===== config.mk =====
export PLATFORM = sky130hd
export DESIGN_NAME = cic_comp_fir_deci
export DESIGN_NICKNAME = d
export VERILOG_FILES = /design/src/rtl/cic_comp_pkg.sv /design/src/rtl/cic_comp_fir_deci_comp_mac.sv /design/src/rtl/cic_comp_fir_deci.sv
export SDC_FILE = /design/constraint.sdc
export NUM_CORES = 1
export LEC_CHECK = 0
export ABC_AREA = 1
export BUFFER_PORTS_ARGS = -buffer_cell sky130_fd_sc_hd__buf_2
export CAP_MARGIN = 20
export CORE_MARGIN = 10
export CORE_UTILIZATION = 50
export DETAILED_ROUTE_END_ITERATION = 16
export PLACE_DENSITY = 0.66
export SLEW_MARGIN = 20
export SYNTH_ARGS = -nofsm -noshare
export SYNTH_HDL_FRONTEND = slang
export SYNTH_HIERARCHICAL = 1
export SYNTH_SLANG_ARGS = --single-unit

===== constraint.sdc =====
create_clock -name clk -period 7.1 [get_ports clk]
set_clock_uncertainty 0.05 [all_clocks]
set_input_delay 1.065 -clock clk [delete_from_list [all_inputs] [get_ports clk]]
set_output_delay 1.065 -clock clk [all_outputs]
set_load 0.02 [all_outputs]

===== src/rtl/cic_comp_pkg.sv =====
// Shared types, default coefficients and sizing helper for the CIC compensation FIR.
package cic_comp_pkg;

  localparam int unsigned TAPS_DEFAULT = 16;
  localparam int unsigned CW_DEFAULT   = 12;

  // Symmetric droop-compensation taps, Q1.11, sum 2048 for unity DC gain
  localparam logic [TAPS_DEFAULT-1:0][CW_DEFAULT-1:0] COEF_DEFAULT = {
    12'(-8),   12'(-20),  12'(12),   12'(60),
    12'(-30),  12'(-150), 12'(80),   12'(1080),
    12'(1080), 12'(80),   12'(-150), 12'(-30),
    12'(60),   12'(12),   12'(-20),  12'(-8)
  };

  typedef enum logic [1:0] {
    ST_IDLE  = 2'd0,
    ST_MAC   = 2'd1,
    ST_ROUND = 2'd2
  } state_e;

  function automatic int unsigned acc_width(input int unsigned w,
                                            input int unsigned cw,
                                            input int unsigned taps);
    return w + cw + $clog2(taps);
  endfunction

endpackage


===== src/rtl/cic_comp_fir_deci_comp_mac.sv =====
// Single-multiplier accumulator with round-half-up and saturation back to W bits.
module comp_mac #(
  parameter int unsigned W  = 10,
  parameter int unsigned CW = 12,
  parameter int unsigned AW = 26
) (
  input  logic                 clk,
  input  logic                 rst,
  input  logic                 clr_i,
  input  logic                 en_i,
  input  logic signed [CW-1:0] coef_i,
  input  logic signed [W-1:0]  samp_i,
  output logic signed [W-1:0]  res_c_o
);

  localparam int unsigned PRW = W + CW;
  localparam logic signed [AW-1:0] HALF = AW'(1) <<< (CW - 2);
  localparam logic signed [AW-1:0] MAXV = (AW'(1) <<< (W - 1)) - AW'(1);
  localparam logic signed [AW-1:0] MINV = -(AW'(1) <<< (W - 1));

  logic signed [PRW-1:0] prod_c;
  logic signed [AW-1:0]  acc_q;
  logic signed [AW-1:0]  shr_c;

  assign prod_c = PRW'(coef_i) * PRW'(samp_i);
  assign shr_c  = (acc_q + HALF) >>> (CW - 1);

  always_ff @(posedge clk) begin
    if (rst) begin
      acc_q <= '0;
    end else if (clr_i) begin
      acc_q <= '0;
    end else if (en_i) begin
      acc_q <= acc_q + AW'(prod_c);
    end
  end

  always_comb begin
    res_c_o = W'(shr_c);
    if (shr_c > MAXV) begin
      res_c_o = W'(MAXV);
    end else if (shr_c < MINV) begin
      res_c_o = W'(MINV);
    end
  end

endmodule


===== src/rtl/cic_comp_fir_deci.sv =====
// Decimate-by-2 CIC droop-compensation FIR: circular sample buffer, one-deep hold
// register and a TAPS-cycle time-multiplexed MAC sequence per output.
module cic_comp_fir_deci
  import cic_comp_pkg::*;
#(
  parameter int unsigned W    = 10,
  parameter int unsigned TAPS = 16,
  parameter int unsigned CW   = 12,
  parameter logic [TAPS-1:0][CW-1:0] COEF = COEF_DEFAULT
) (
  input  logic                clk,
  input  logic                rst,
  input  logic                eni_i,
  input  logic signed [W-1:0] in_i,
  output logic                eno_o,
  output logic signed [W-1:0] out_o,
  output logic                busy_o,
  output logic                ovf_o
);

  localparam int unsigned AW = acc_width(W, CW, TAPS);
  localparam int unsigned PW = $clog2(TAPS);

  state_e              state_q, state_d;
  logic                eni_q;
  logic signed [W-1:0] in_q;
  logic signed [W-1:0] smp_q [TAPS];
  logic [PW-1:0]       wr_ptr_q, wr_ptr_d;
  logic [PW-1:0]       base_q, base_d;
  logic [PW-1:0]       tap_q, tap_d;
  logic [PW-1:0]       rd_idx_c;
  logic                phase_q, phase_d;
  logic                hold_valid_q, hold_valid_d;
  logic signed [W-1:0] hold_q, hold_d;
  logic signed [W-1:0] out_q, out_d;
  logic                eno_q, eno_d;
  logic                busy_q;
  logic                ovf_q, ovf_d;
  logic                wr_en_c;
  logic signed [W-1:0] wr_data_c;
  logic                mac_clr_c, mac_en_c;
  logic signed [W-1:0] mac_res_c;

  assign eno_o  = eno_q;
  assign out_o  = out_q;
  assign busy_o = busy_q;
  assign ovf_o  = ovf_q;

  // Newest sample sits at base; tap i reads i samples back, wrapping mod TAPS
  assign rd_idx_c = (base_q >= tap_q) ? (base_q - tap_q)
                                      : (base_q + PW'(TAPS) - tap_q);

  comp_mac #(
    .W  (W),
    .CW (CW),
    .AW (AW)
  ) u_mac (
    .clk     (clk),
    .rst     (rst),
    .clr_i   (mac_clr_c),
    .en_i    (mac_en_c),
    .coef_i  (COEF[tap_q]),
    .samp_i  (smp_q[rd_idx_c]),
    .res_c_o (mac_res_c)
  );

  always_comb begin
    state_d      = state_q;
    wr_en_c      = 1'b0;
    wr_data_c    = in_q;
    hold_valid_d = hold_valid_q;
    hold_d       = hold_q;
    ovf_d        = ovf_q;
    tap_d        = tap_q;
    base_d       = base_q;
    mac_clr_c    = 1'b0;
    mac_en_c     = 1'b0;
    eno_d        = 1'b0;
    out_d        = out_q;

    case (state_q)
      ST_IDLE: begin
        // Held sample drains first; a simultaneous new sample refills the hold
        if (hold_valid_q) begin
          wr_en_c      = 1'b1;
          wr_data_c    = hold_q;
          hold_valid_d = eni_q;
          hold_d       = eni_q ? in_q : hold_q;
        end else if (eni_q) begin
          wr_en_c = 1'b1;
        end
        if (wr_en_c && phase_q) begin
          state_d   = ST_MAC;
          base_d    = wr_ptr_q;
          tap_d     = '0;
          mac_clr_c = 1'b1;
        end
      end
      ST_MAC: begin
        mac_en_c = 1'b1;
        tap_d    = tap_q + PW'(1);
        if (tap_q == PW'(TAPS - 1)) begin
          state_d = ST_ROUND;
        end
      end
      ST_ROUND: begin
        eno_d   = 1'b1;
        out_d   = mac_res_c;
        state_d = ST_IDLE;
      end
      default: state_d = ST_IDLE;
    endcase

    if ((state_q != ST_IDLE) && eni_q) begin
      if (!hold_valid_q) begin
        hold_valid_d = 1'b1;
        hold_d       = in_q;
      end else begin
        ovf_d = 1'b1;
      end
    end

    phase_d  = wr_en_c ? ~phase_q : phase_q;
    wr_ptr_d = wr_ptr_q;
    if (wr_en_c) begin
      wr_ptr_d = (wr_ptr_q == PW'(TAPS - 1)) ? '0 : wr_ptr_q + PW'(1);
    end
  end

  always_ff @(posedge clk) begin
    if (rst) begin
      state_q <= ST_IDLE;
    end else begin
      state_q <= state_d;
    end
  end

  always_ff @(posedge clk) begin
    if (rst) begin
      eni_q        <= 1'b0;
      in_q         <= '0;
      wr_ptr_q     <= '0;
      base_q       <= '0;
      tap_q        <= '0;
      phase_q      <= 1'b0;
      hold_valid_q <= 1'b0;
      hold_q       <= '0;
      out_q        <= '0;
      eno_q        <= 1'b0;
      busy_q       <= 1'b0;
      ovf_q        <= 1'b0;
    end else begin
      eni_q        <= eni_i;
      in_q         <= in_i;
      wr_ptr_q     <= wr_ptr_d;
      base_q       <= base_d;
      tap_q        <= tap_d;
      phase_q      <= phase_d;
      hold_valid_q <= hold_valid_d;
      hold_q       <= hold_d;
      out_q        <= out_d;
      eno_q        <= eno_d;
      busy_q       <= (state_d != ST_IDLE);
      ovf_q        <= ovf_d;
    end
  end

  always_ff @(posedge clk) begin
    if (rst) begin
      for (int i = 0; i < int'(TAPS); i++) begin
        smp_q[i] <= '0;
      end
    end else if (wr_en_c) begin
      smp_q[wr_ptr_q] <= wr_data_c;
    end
  end

endmodule


==> results of run 1 <==
[cells in the mapped netlist (15+ instances only)]
cell type and number:
nand2_1 484, inv_1 424, nor2_1 423, edfxtp_1 160, fa_1 143, o21ai_0 123
dfxtp_1 85, ha_1 80, nand3_1 69, clkbuf_1 52, a21oi_1 41, o21ai_1 30
nor2_2 18, buf_6 17, xor2_1 16, nand4_1 15
[flip-flops by register name (all words and copies together) (netlist names), named ones only]
signal and cells:
base_q 4, busy_o 1, eni_q 1, eno_o 1, hold_q 10, hold_valid_q 1
in_q 10, out_o 10, ovf_o 1, phase_q 1, smp_q 160, state_q 2
tap_q 4, u_mac/acc_q 26, wr_ptr_q 4
[final cells by class]
cell class | instances | share of cell area [%]
clock buffers | 34 | 3.67
multi-input cells | 1495 | 49.2
repair buffers | 51 | 2.27
inverters | 434 | 8.29
well taps | 461 | 2.94
clock inverters | 12 | 0.541
flip-flops and latches | 245 | 33.1
[worst min path at each step]
stage,end,slack [ns],cells past startpoint,start
2_1_floorplan,hold_q[9]$_SDFF_PP0_,0.38,2,in_q[9]$_SDFF_PP0_
3_3_place_gp,ovf_o$_SDFFE_PP0P_,0.39,2,ovf_o$_SDFFE_PP0P_
3_5_place_dp,ovf_o$_SDFFE_PP0P_,0.40,2,ovf_o$_SDFFE_PP0P_
4_1_cts,ovf_o$_SDFFE_PP0P_,0.42,2,ovf_o$_SDFFE_PP0P_
5_1_grt,ovf_o$_SDFFE_PP0P_,0.44,2,ovf_o$_SDFFE_PP0P_
6_report,ovf_o$_SDFFE_PP0P_,0.41,2,ovf_o$_SDFFE_PP0P_
[logic make-up (layout without fill, tap and decap cells)]
group | count (synthesis) | count (layout) | share of synthesized area, %
muxes | 9 | 9 | 1.05
xor gates and xnor gates | 20 | 20 | 0.964
and+or+nand+nor | 1039 | 1039 | 23.2
other | 1 | 1 | 0.0206
adders and majority gates | 223 | 223 | 21.3
DFF | 245 | 245 | 35.8
buffers and inverters | 531 | 531 | 11.9
AOI/OAI and AO/OA | 203 | 203 | 5.83
[worst max-delay path, delay by kind of cell (launching register included)]
family	cells	cell delay [ns]
adder cells (fa/ha/maj)	8	3.75
buffers and inverters	10	0.98
AND/OR/NAND/NOR	12	1.38
AO/OA/AOI/OAI	2	0.19
flip-flops	1	0.29
[routing by layer]
metal | GRT usage (%) | wire [µm]
met5 | 0 | 0
met4 | 5.52 | 1110
met3 | 2.51 | 3400
met2 | 34.2 | 21500
met1 | 28.5 | 20400
[metrics by stage]
step | TNS [ns] | area, µm² | setup slack (ns)
3_5_place_dp | 0 | 18600 | 0.245
5_1_grt | -0.0609 | 19700 | -0.0176
6_report | 0 | 19700 | 0.309
2_1_floorplan | 0 | 18200 | 0.688
4_1_cts | 0 | 19400 | 0.209
3_3_place_gp | 0 | 18600 | 0.282
[timing repair]
action / in CTS / in global routing
setup endpoints to repair: 0 / 16
gates resized for setup: 0 / 43
setup buffers: 0 / 3
==> reports/qor.yml, run 1 <==
run_status: "completed"
fin_crit_ns: 6.79
regToRegStartpoint: "base_q[0]$_SDFFE_PP0P_"
cts_hold_buffers: 0
synth_top_area_cell: "edfxtp_1"
insertedDiodeCount: 0
slowest_stage: "fa_2"
grt_pass1_vias: 14300
startpoint: "base_q[0]$_SDFFE_PP0P_"
vias: 14200
nets: 2490
drt_wl_total_um: 46400
syn_area_um2: 18200
cts_htree_levels: 1
initial_utilization_pct: 50.8
clk_path_buf_depth: 3
period_share_pct: 95.7
grt_pass1_wl_um: 74100
placed_cells: 2681
area_delta_synth_final_pct: 8.17
clock_latency_ns: 0.56
holdCritPathClass: "reg -> reg"
drt-initial-drc-count: 1114
ys_seq_area_share_pct: 35.8
tightest_slew_ns: 1.06
grt_max_degree: 61
ctsRootBufferMaster: "clkbuf_16"
clk_pin_slew_ns: 0.06
cp-end-kind: "flip-flop"
path_common_cell: "inv_1"
yosys_most_used_dff: "edfxtp_1"
cts_made_buffers: 27
cp_slowest_stage_delay_ns: 0.67
whs_ns: 0.413
viasPerCell: 5.18
antenna_found_initial: 0
timing_hold_violations_final: 0
fmax_mhz: 147
slew_headroom_pct: 27.9
synth_edf_count: 160
worstRegToRegCells: 32
multi_input_area_um2: 9660
r2r-end: "u_mac/acc_q[20]$_SDFFE_PP0P_"
drc: 0
die_area_um2: 44400
synth.top_cell.area_share_pct: 26.4
syn_inst: 2271
grtUsageTotal_pct: 20.8
syn-num-nets: 2507
path_max_fanout: 30
route.detailed.wl_per_inst_um: 17.0
die_x_um: 211
first_pass_iters: 5
antenna_left: 0
avgSynthCellArea_um2: 8.00
synth_cell_types: 40
yosys_warnings: 6
maxCapViolations: 0
setup_violations: 0
critPathArrivalTime_ns: 7.19
cp.required_ns: 7.50
synth_area_leaders: "edfxtp_1 (26%), fa_1 (16%), nand2_1 (10%), dfxtp_1 (9.4%), inv_1 (8.8%)"
cts_tree: "built"
critPathLaunchType: "flip-flop"
die_h_um: 211
grt_overflow: 0
core.rowCount: 69
dp_hpwl_um: 33900
fin_cells: 2732
final_max_slew_viol_count: 0
ioPinCount: 26
place.gp.congestion: 0.882
layout_commonest_cell: "nand2_1"
endpoint: "u_mac/acc_q[20]$_SDFFE_PP0P_"
seq_area_um2: 6510
n_fill_cell: 3378
async_reset_ff_share_pct: 0
final_cell_mix: "nand2_1 (473), inv_1 (424), nor2_1 (417)"
drive_gt1_share_pct: 8.19
io_buffer_count: 25
coreArea_um2: 35700
synth-seq-cells: 245
cts.sinks: 245
path_class: "reg -> reg"
rrSetupSlack_ns: 0.31
final_util_pct: 55.0
Power of run 1 is not shown: default switching activity piles up to over one toggle a cycle in this logic, so the estimate is an artifact.
==> run 2: changes to the inputs <==
Settings changed: CORE_ASPECT_RATIO set to 0.5.
==> reports/qor.yml, run 2 (same netlist as run 1, synthesis figures left out) <==
rsz0062_at_grt: "no"
place.gp.congestion: 0.906  # was 0.882
grt_pass1_wl_um: 69700  # was 74100 µm
die_x_um: 290  # was 211 µm
cp.required_ns: 7.48  # was 7.50 ns
grt_max_degree: 71  # was 61
final_cell_mix: "nand2_1 (474), inv_1 (422), nor2_1 (418)"  # was nand2_1 (473), inv_1 (424), nor2_1 (417)
area_delta_synth_final_pct: 7.36  # was 8.17%
viasPerCell: 5.08  # was 5.18
initial_utilization_pct: 50.7  # was 50.8%
grt_pass1_vias: 13300  # was 14.3k
io_buffer_count: 25  # unchanged
antenna_found_initial: 0  # unchanged
grt_overflow: 0  # unchanged
endpoint: "u_mac/acc_q[18]$_SDFFE_PP0P_"  # was u_mac/acc_q[20]$_SDFFE_PP0P_
clk_pin_slew_ns: 0.06  # about the same
whs_ns: 0.397  # was 0.413 ns
die_h_um: 155  # was 211 µm
vias: 14000  # was 14.2k
critPathLaunchType: "flip-flop"  # unchanged
largest_reg_flops: 160  # unchanged
slowest_stage: "fa_1"  # was fa_2
fin_ws_ns: 0.392  # was 0.309 ns
reg_top3: "smp_q: 160 flops, u_mac/acc_q: 26 flops"  # unchanged
dp_hpwl_um: 31500  # was 33900 µm
slew_headroom_pct: 37.7  # was 27.9%
n_fill_cell: 3370  # was 3378
grtUsageTotal_pct: 19.1  # was 20.8%
cp_slowest_stage_delay_ns: 0.58  # was 0.67 ns
drc: 0  # unchanged
fin_crit_ns: 6.71  # was 6.79 ns
nets: 2489  # was 2490
r2r-end: "u_mac/acc_q[18]$_SDFFE_PP0P_"  # was u_mac/acc_q[20]$_SDFFE_PP0P_
cts_made_buffers: 24  # was 27
layout_commonest_cell: "nand2_1"  # unchanged
run_status: "completed"  # unchanged
clock_latency_ns: 0.56  # about the same
coreArea_um2: 35900  # was 35700 µm²
drive_gt1_share_pct: 7.93  # was 8.19%
placed_cells: 2704  # was 2681
rrSetupSlack_ns: 0.39  # was 0.31 ns
core.rowCount: 49  # was 69
cp-end-kind: "flip-flop"  # unchanged
antenna_left: 0  # unchanged
timing_hold_violations_final: 0  # unchanged
startpoint: "base_q[0]$_SDFFE_PP0P_"  # unchanged
tns_ns: 0  # unchanged
pre_cts_ws_ns: 0.174  # was 0.245 ns
path_common_cell: "nand2_1"  # was inv_1
die_area_um2: 44800  # was 44400 µm²
cts_tree: "built"  # unchanged
drt-initial-drc-count: 1122  # was 1114
worstRegToRegCells: 36  # was 32
clk_path_buf_depth: 3  # unchanged
fin_cells: 2755  # was 2732
cts.sinks: 245  # unchanged
setup_violations: 0  # unchanged
cts_htree_levels: 1  # unchanged
regToRegStartpoint: "base_q[0]$_SDFFE_PP0P_"  # unchanged
critPathArrivalTime_ns: 7.09  # was 7.19 ns
ioPinCount: 26  # unchanged
maxCapViolations: 0  # unchanged
period_share_pct: 94.5  # was 95.7%
holdCritPathClass: "reg -> reg"  # unchanged
first_pass_iters: 7  # was 5
path_class: "reg -> reg"  # unchanged
fmax_mhz: 149  # was 147 MHz
final_max_slew_viol_count: 0  # unchanged
insertedDiodeCount: 0  # unchanged
seq_area_um2: 6510  # unchanged
ctsRootBufferMaster: "clkbuf_16"  # unchanged
top_register: "smp_q"  # unchanged
path_max_fanout: 30  # unchanged
multi_input_area_um2: 9590  # was 9660 µm²
drt_wl_total_um: 43500  # was 46400 µm
tightest_slew_ns: 0.915  # was 1.06 ns
route.detailed.wl_per_inst_um: 15.8  # was 17.0 µm
-- run 2: area by class of cell --
cell class / count / share of cell area, %
sequential: 245 / 33.4
multi-input combinational: 1495 / 49.2
tap: 484 / 3.10
timing repair buffer: 52 / 2.10
inverter: 434 / 8.37
clock inverter: 17 / 0.699
timing repair inverter: 1 / 0.0385
clock buffer: 27 / 3.14
-- run 2: through the flow --
| stage | utilization, % | cell area [µm²] |
|---|---|---|
| after floorplan | - | 18200 |
| after global placement | 51.8 | 18600 |
| after detailed placement | 51.8 | 18600 |
| after CTS | 53.9 | 19300 |
| after global routing | 54.4 | 19500 |
| final | 54.4 | 19500 |
-- run 2: critical path, delay by kind of cell, from the launching register on --
family / cells / cell delay [ns]
adder cells (fa/ha/maj): 8 / 3.63
AND/OR/NAND/NOR: 13 / 1.15
buffers and inverters: 12 / 1.07
AO/OA/AOI/OAI: 3 / 0.40
flip-flops: 1 / 0.30
-- run 2: how the worst min path moves through the flow --
stage | start | end | depth (start not counted)
floorplan | in_q[9]$_SDFF_PP0_ | hold_q[9]$_SDFF_PP0_ | 2
global placement | ovf_o$_SDFFE_PP0P_ | ovf_o$_SDFFE_PP0P_ | 2
detailed placement | ovf_o$_SDFFE_PP0P_ | ovf_o$_SDFFE_PP0P_ | 2
CTS | ovf_o$_SDFFE_PP0P_ | ovf_o$_SDFFE_PP0P_ | 2
global route | ovf_o$_SDFFE_PP0P_ | ovf_o$_SDFFE_PP0P_ | 2
finish | ovf_o$_SDFFE_PP0P_ | ovf_o$_SDFFE_PP0P_ | 2
-- run 2: what timing repair did --
item | 4_1_cts | 5_1_grt
buffers inserted | 0 | 5
hold endpoints to repair | 0 | 0
setup endpoints to repair | 0 | 17
resized for setup | 0 | 33
hold buffers | 0 | 0
-- run 2: per-layer routing --
metal | global-route usage, % | wire [µm] | up-vias | part of all wire [%]
met1 | 26.8 | 19700 | 6658 | 45
li1 | - | - | 6856 | -
met2 | 31.2 | 20000 | 432 | 46
met5 | 0 | 0 | - | 0
met3 | 2.30 | 2880 | 61 | 6.6
met4 | 4.67 | 918 | 0 | 2.1
Power of run 2 is left out for the same reason.
